`config.mk`:
```
export PLATFORM = sky130hd
export DESIGN_NAME = step_player
export DESIGN_NICKNAME = d
export VERILOG_FILES = /design/src/rtl/step_player.sv
export SDC_FILE = /design/constraint.sdc
export NUM_CORES = 1
export LEC_CHECK = 0
export CAP_MARGIN = 20
export CORE_ASPECT_RATIO = 0.5
export CORE_MARGIN = 3
export CORE_UTILIZATION = 45
export CTS_BUF_LIST = sky130_fd_sc_hd__clkbuf_2 sky130_fd_sc_hd__clkbuf_4 sky130_fd_sc_hd__clkbuf_8
export DETAILED_ROUTE_END_ITERATION = 10
export PLACE_DENSITY = 0.6
export SKIP_CTS_REPAIR_TIMING = 1
export SYNTH_ARGS = -nofsm -noshare
export SYNTH_HDL_FRONTEND = slang
export SYNTH_SLANG_ARGS = --single-unit
```
`constraint.sdc`:
```
create_clock -name clk -period 4.6 [get_ports clk]
set_input_delay 0.46 -clock clk [delete_from_list [all_inputs] [get_ports clk]]
set_output_delay 0.46 -clock clk [all_outputs]
set_load 0.1 [all_outputs]
```
`src/rtl/step_player.sv`:
```
// Drum sequencer datapath: pattern/tempo registers, eighth-note tick generator,
// per-instrument trigger pulses and timed gates driven by the FSM beat index.
module step_player #(
  parameter int unsigned CLK_HZ      = 50_000_000,
  parameter int unsigned GATE_CYCLES = 2_500_000
) (
  input  logic       clk,
  input  logic       reset,
  input  logic [7:0] data_in,
  input  logic       ld_ins1,
  input  logic       ld_ins2,
  input  logic       ld_ins3,
  input  logic       ld_ins4,
  input  logic       ld_bpm,
  input  logic       play,
  input  logic [2:0] timing,
  output logic       step_tick,
  output logic [3:0] trig,
  output logic [3:0] gate,
  output logic [7:0] bpm,
  output logic [7:0] beat_led
);

  localparam int unsigned THRESH   = CLK_HZ * 30;
  localparam int unsigned CW       = $clog2(GATE_CYCLES + 1);
  localparam logic [32:0] THRESH_W = 33'(THRESH);
  localparam logic [CW-1:0] GATE_LOAD = CW'(GATE_CYCLES);

  logic [3:0][7:0]    pat;
  logic [31:0]        acc;
  logic [32:0]        sum;
  logic [2:0]         timing_q;
  logic               play_q;
  logic               new_step;
  logic [3:0]         hit;
  logic [3:0][CW-1:0] cnt;

  // Tick accumulator sum is one bit wider so a threshold near 2^32 cannot wrap.
  always_comb begin
    sum      = {1'b0, acc} + 33'(bpm);
    new_step = play & ((timing != timing_q) | ~play_q);
    hit      = '0;
    for (int i = 0; i < 4; i++) begin
      hit[i] = new_step & pat[i][timing];
    end
    beat_led = play ? (8'b1 << timing) : 8'b0;
  end

  // Pattern/tempo registers, tick generator and step-detect history.
  always_ff @(posedge clk) begin
    if (!reset) begin
      pat       <= '0;
      bpm       <= 8'd120;
      acc       <= '0;
      step_tick <= 1'b0;
      trig      <= '0;
      timing_q  <= '0;
      play_q    <= 1'b0;
    end else begin
      if (ld_ins1) pat[0] <= data_in;
      if (ld_ins2) pat[1] <= data_in;
      if (ld_ins3) pat[2] <= data_in;
      if (ld_ins4) pat[3] <= data_in;
      if (ld_bpm && (data_in != 8'd0)) bpm <= data_in;
      if (sum >= THRESH_W) begin
        acc       <= 32'(sum - THRESH_W);
        step_tick <= 1'b1;
      end else begin
        acc       <= sum[31:0];
        step_tick <= 1'b0;
      end
      trig     <= hit;
      timing_q <= timing;
      play_q   <= play;
    end
  end

  // Gates rise with the trigger and stay high for GATE_CYCLES cycles.
  always_ff @(posedge clk) begin
    for (int i = 0; i < 4; i++) begin
      if (!reset || !play) begin
        cnt[i]  <= '0;
        gate[i] <= 1'b0;
      end else if (hit[i]) begin
        cnt[i]  <= GATE_LOAD;
        gate[i] <= 1'b1;
      end else if (cnt[i] != '0) begin
        cnt[i]  <= cnt[i] - CW'(1);
        gate[i] <= (cnt[i] != CW'(1));
      end else begin
        gate[i] <= 1'b0;
      end
    end
  end

endmodule

```
Word level (Yosys, flattened, before mapping)
Cells that the tools add are included.
W data, S select, Z words.
- add/subtract/negate cells: 6
- $lt $le $gt $ge: 2
- equal/unequal tests: 5
- shift operators: 1
- muxes and demuxes: 27
- bitwise logic cells: 7
- reductions and logical operators: 17
- operators with widths (cell ; number):
    $mux W22 ; 8
    $ne A22 B1 Y1 const B ; 4
    $reduce_bool A22 Y1 ; 4
    $sub A22 B1 Y22 const B ; 4
    $add A32 B8 Y33 ; 1
    $ge A33 B31 Y1 const B ; 1
    $mux W32 ; 1
    $sub A32 B31 Y32 const B ; 1
    $mux W1 ; 13
    $bmux W1 S3 ; 4
    $mux W8 ; 1
    $reduce_bool A2 Y1 ; 4
    $reduce_bool A8 Y1 ; 1
    $reduce_or A2 Y1 ; 4
    $shl A1 B3 Y8 const A ; 1
    $and A1 B1 Y1 ; 5
    $lt A3 B4 Y1 const B ; 1
    $ne A3 B3 Y1 ; 1
    $logic_not A1 Y1 ; 2
    $logic_and A1 B1 Y1 ; 1
    $logic_or A1 B1 Y1 ; 1
    $not A1 Y1 ; 1
    $or A1 B1 Y1 ; 1
- register bits: 173
- output and inout bits: 25
- word-level logic and storage cells: 84

Logic depth before layout (Yosys ltp)
- depth in word-level cells: 5
- mapped depth: 17
- depth with buffers taken out: 16

Worst setup path after synthesis
No wires, ideal clock.
- path type: flip-flop to flip-flop
- start: reg bpm[7]
- end: reg acc[17]
- data arrival time: 4.502 ns
- required time: 4.529 ns
- slack: 0.027 ns
- cell stages (with the launch flop): 13
- path buffers: 1
- clock period less this slack: 4.573 ns
- path through: dfxtp_1 -> ha_1 -> nand3_1 -> nor3_1 -> o21ai_0 -> nor3_1 -> mux2_2 -> a2111o_1 -> a211o_1 -> and3_1 -> buf_6 -> or4_1 -> a21oi_1
- longest elaborated chain between the ends: 3
- elaborated cells on any way between the ends: 4
- those cells by class: add/sub (2); order compare (1); mux (1)
- ends and longest elaborated chain (what ; RTL line ; source):
    start: declaration ; 20 ; output logic [7:0] bpm,
    start signal: assignment ; 64 ; if (ld_bpm && (data_in != 8'd0)) bpm <= data_in;
    $add A32 B8 Y33 * ; 40 ; sum = {1'b0, acc} + 33'(bpm);
    $sub A32 B31 Y32 / $ge A33 B31 Y1 (equally long branches) ; 66, 65 ;
    $mux W32 * ; 65 ; if (sum >= THRESH_W) begin
    end signal: assignment ; 66 ; acc <= 32'(sum - THRESH_W);
    end signal: assignment ; 69 ; acc <= sum[31:0];
    end: declaration ; 30 ; logic [31:0] acc;
Every way passes the cells marked *; elsewhere a longest branch is shown, timed or not.
A chain may end at the register's enable or synchronous reset.

Worst setup path in the final report
- start: reg bpm[0]
- end: reg acc[30]
The elaborated chain is that of the path after synthesis.

==> results.toml <==
[status]
outcome = "complete, no violations"

[global_routing]
antenna_found_initial = 0
grt_pass1_wl_um = 33950
globalRoute.totalOverflow = 0
track_usage_pct = 19.43
grt_max_degree = 46
grt_pass1_vias = 6908

[drt]
drtAntennaViolNets = 0
vias = 7147
drtPass1Iterations = 5
first_iter_violations = 383
wire_per_inst_um = 15.37
vias_per_cell = 5.427
drt-total-wl_um = 20250
drc = 0

[power]
p_leak_nw = 3.857
pwr-share-clk_pct = 15.7
combPwrFrac_pct = 51.7
seq_power_share_pct = 32.6
p_int_mw = 3.760
total_power_mw = 6.697
peakVddDrop_v = 0.0002302
pwr_density_cell_nw_per_um2 = 676.7
p_sw_share_pct = 43.85
p_sw_mw = 2.937

[timing]
fin_skew_ns = 0.02102
fin_crit_sh_pct = 94.40
min_period_ns = 4.343
rsz0062_at_grt = "no"
hold_viol = 0
final_max_slew_viol_count = 0
fin_hold_ws_ns = 0.4850
setup_viol = 0
fmax_mhz = 230.3
setup_tns_ns = 0
max_slew_margin_pct = 28.11
tightest_slew_ns = 1.075

[final_layout]
instances_no_fill = 1317
nNetsFinal = 1082
syn2layout_area_growth_pct = 12.99
fin_util_pct = 52.80
drive_gt1_share_pct = 8.979
multiInputGateArea_um2 = 5060
seqCellArea_um2 = 3463
num_antenna_cells = 0
fill_cells = 1782

[setup_path]
cp_slowest_stage_delay_ns = 0.50
cp.arrival_ns = 4.76
worstRegToRegCells = 16
cp_cell_sequence = "ha_1 -> fa_1 -> a211o_1 -> a211o_1 -> nand2_1 -> xnor2_1 -> inv_1 -> ha_1 -> inv_1 -> or4_1 -> a41oi_1 -> o31a_1 -> o21ai_0 -> a31o_2 -> or4_1 -> nand2_1"
r2r-end = "acc[30]$_SDFF_PN0_"
start_kind = "register"
path_class = "reg2reg"
cp_top_family = "compound AO/OA/AOI/OAI gates"
timing.rr.start = "bpm[0]$_SDFFE_PN0P_"
cp_num_buf_inv = 2
reg2reg_slack_ns = 0.26
cp_slowest_cell = "or4_1"
crit_required_ns = 5.02
cp-end-kind = "register"
worst-path-max-fanout = 5

[clocking]
cts_buffer_depth = 2
cts_buffers = 17
clock_latency_ns = 0.46
cts_root_buf = "clkbuf_8"
tritoncts = "yes"
clk_pin_slew_ns = 0.11
clock_sinks = 173
htreeDepth = 4

[worst_hold_path]
worstHoldPathCells = 2
worstHoldStart = "bpm[0]$_SDFFE_PN0P_"
whs_endpoint = "bpm[0]$_SDFFE_PN0P_"
hp-class = "reg2reg"

[yosys]
yosysWarningCount = 0
synth_area_leader_cell = "dfxtp_1"
ys_seq_area_share_pct = 39.54
synth_top_area_share_pct = 39.54
synth_flop_cell = "dfxtp_1"
synth-edff-count = 0
yosys-top-cells-area = "dfxtp_1 (40%), xnor2_1 (6.0%), nor2_1 (5.8%)"
syn-num-nets = 1036
syn-cell-area_um2 = 8758
ys_types = 72
synth.avg_cell_area_um2 = 8.767
ys_ff_latch = 173
async_reset_ff_share_pct = 0
synthCells = 999

[place]
routabilityCongestion = 0.8784
placed_cells = 1285
port_buffers = 43
hpwlAfterDp_um = 14620

[die]
die_w_um = 203.3
io_pins = 44
die-height_um = 104.7
start_util_pct = 46.73
num_rows = 35
core_area_um2 = 18740
dieArea_um2 = 21270

[run]
maxCapViolCount = 0
-- synthesized netlist by cell type (all sizes together) (3+ instances only) --
master	n
dfxtp	173
nor2	135
a21oi	68
nor3	63
xnor2	60
nand2	57
xor2	43
mux2i	36
clkbuf	34
nand3	28
or3	28
o21ai	27
inv	23
or4	21
ha	17
and2	14
and3	14
nor4	14
nand4	12
o21a	12
nand2b	9
a31oi	8
mux4	8
nand3b	8
a21o	7
a211oi	6
nor3b	6
o211ai	6
a211o	5
mux2	5
nor2b	4
a2111oi	3
buf	3
o211a	3
o31a	3
o31ai	3
o41ai	3
or2	3
-- area by class of cell --
type	instances	area share (%)
timing repair buffer	64	5.791
inverter	23	0.8724
clock inverter	15	1.568
tap	259	3.275
sequential	173	35.00
multi-input combinational	766	51.13
clock buffer	17	2.364
-- state kept, by name, summed over array words and instances (netlist names) --
| signal | count |
|---|---|
| trig | 4 |
| bpm | 8 |
| step_tick | 1 |
| gate | 4 |
| play_q | 1 |
| timing_q | 3 |
| cnt | 88 |
| pat | 32 |
| acc | 32 |
-- worst min-delay path, delay by kind of cell, from the launching register on --
kind | cells | cell delay (ns)
AO/OA/AOI/OAI | 1 | 0.05
flip-flops | 1 | 0.34
AND/OR/NAND/NOR | 1 | 0.06
-- through the flow --
stage / setup slack [ns] / instance area, um2
finish: 0.2574 / 9896
global route: 0.04218 / 9896
CTS: 0.2144 / 9889
detailed placement: 0.2536 / 9500
global placement: 0.3228 / 9500
floorplan: 0.02730 / 8758
-- logic make-up (layout without fill, tap and decap cells) --
family          Yosys count  in the layout  synth area share [%]
simple gates            423            423                 24.54
compound gates          173            173                 13.39
flops                   173            173                 39.54
xor+xnor                103            103                 10.30
buf+inv                  60            119                 2.757
mux                      49             49                 6.814
fa+ha+maj                18             18                 2.657
-- power groups by stage --
stage	sequential [mW]	clock, mW	combinational (mW)
floorplan	2.29	0	2.72
global placement	2.20	0	3.40
detailed placement	2.21	0	3.44
CTS	2.18	1.09	3.47
global route	2.24	1.15	3.93
finish	2.18	1.05	3.47
-- worst max-delay path by stage --
| stage | end | cells past startpoint | from | slack (ns) |
|---|---|---|---|---|
| finish | acc[30]$_SDFF_PN0_ | 16 | bpm[0]$_SDFFE_PN0P_ | 0.26 |
| global route | acc[17]$_SDFF_PN0_ | 15 | bpm[0]$_SDFFE_PN0P_ | 0.04 |
| CTS | acc[17]$_SDFF_PN0_ | 12 | bpm[0]$_SDFFE_PN0P_ | 0.21 |
| detailed placement | acc[17]$_SDFF_PN0_ | 12 | bpm[0]$_SDFFE_PN0P_ | 0.25 |
| global placement | acc[17]$_SDFF_PN0_ | 12 | bpm[0]$_SDFFE_PN0P_ | 0.32 |
| floorplan | acc[17]$_SDFF_PN0_ | 12 | bpm[7]$_SDFFE_PN0P_ | 0.03 |
-- routing by layer --
layer  part of all wire [%]  track usage (%)
met3                    3.5            4.388
met5                      0                0
met2                     48            33.04
met1                     48            25.20
met4                   0.98            4.612
-- layout by cell type, fill, tap and decap left out, types with 4 or more instances in the layout --
cell / netlist / layout
mux2i_1: 36 / 36
nor3_1: 63 / 63
xor2_1: 43 / 43
o21a_1: 12 / 12
nor2_1: 135 / 135
inv_6: 0 / 4
mux4_2: 8 / 8
dfxtp_1: 173 / 173
nor3b_1: 6 / 6
nand2b_1: 9 / 9
nand4_1: 11 / 11
buf_4: 0 / 27
and3_1: 14 / 13
xnor2_1: 60 / 60
a211o_1: 5 / 5
a21oi_1: 66 / 66
nand2_1: 57 / 57
nand3b_1: 8 / 8
a211oi_1: 5 / 5
or4_1: 20 / 20
inv_1: 22 / 22
nand3_1: 27 / 27
or3_1: 27 / 27
a21o_1: 7 / 7
o211ai_1: 6 / 6
ha_1: 17 / 17
nor2b_1: 4 / 4
clkbuf_8: 0 / 17
o21ai_0: 25 / 25
mux2_2: 5 / 5
nor4_1: 14 / 14
clkdlybuf4s50_1: 0 / 37
a31oi_1: 8 / 8
and2_1: 14 / 14
Note: power is estimated with default switching activity, not from simulation.
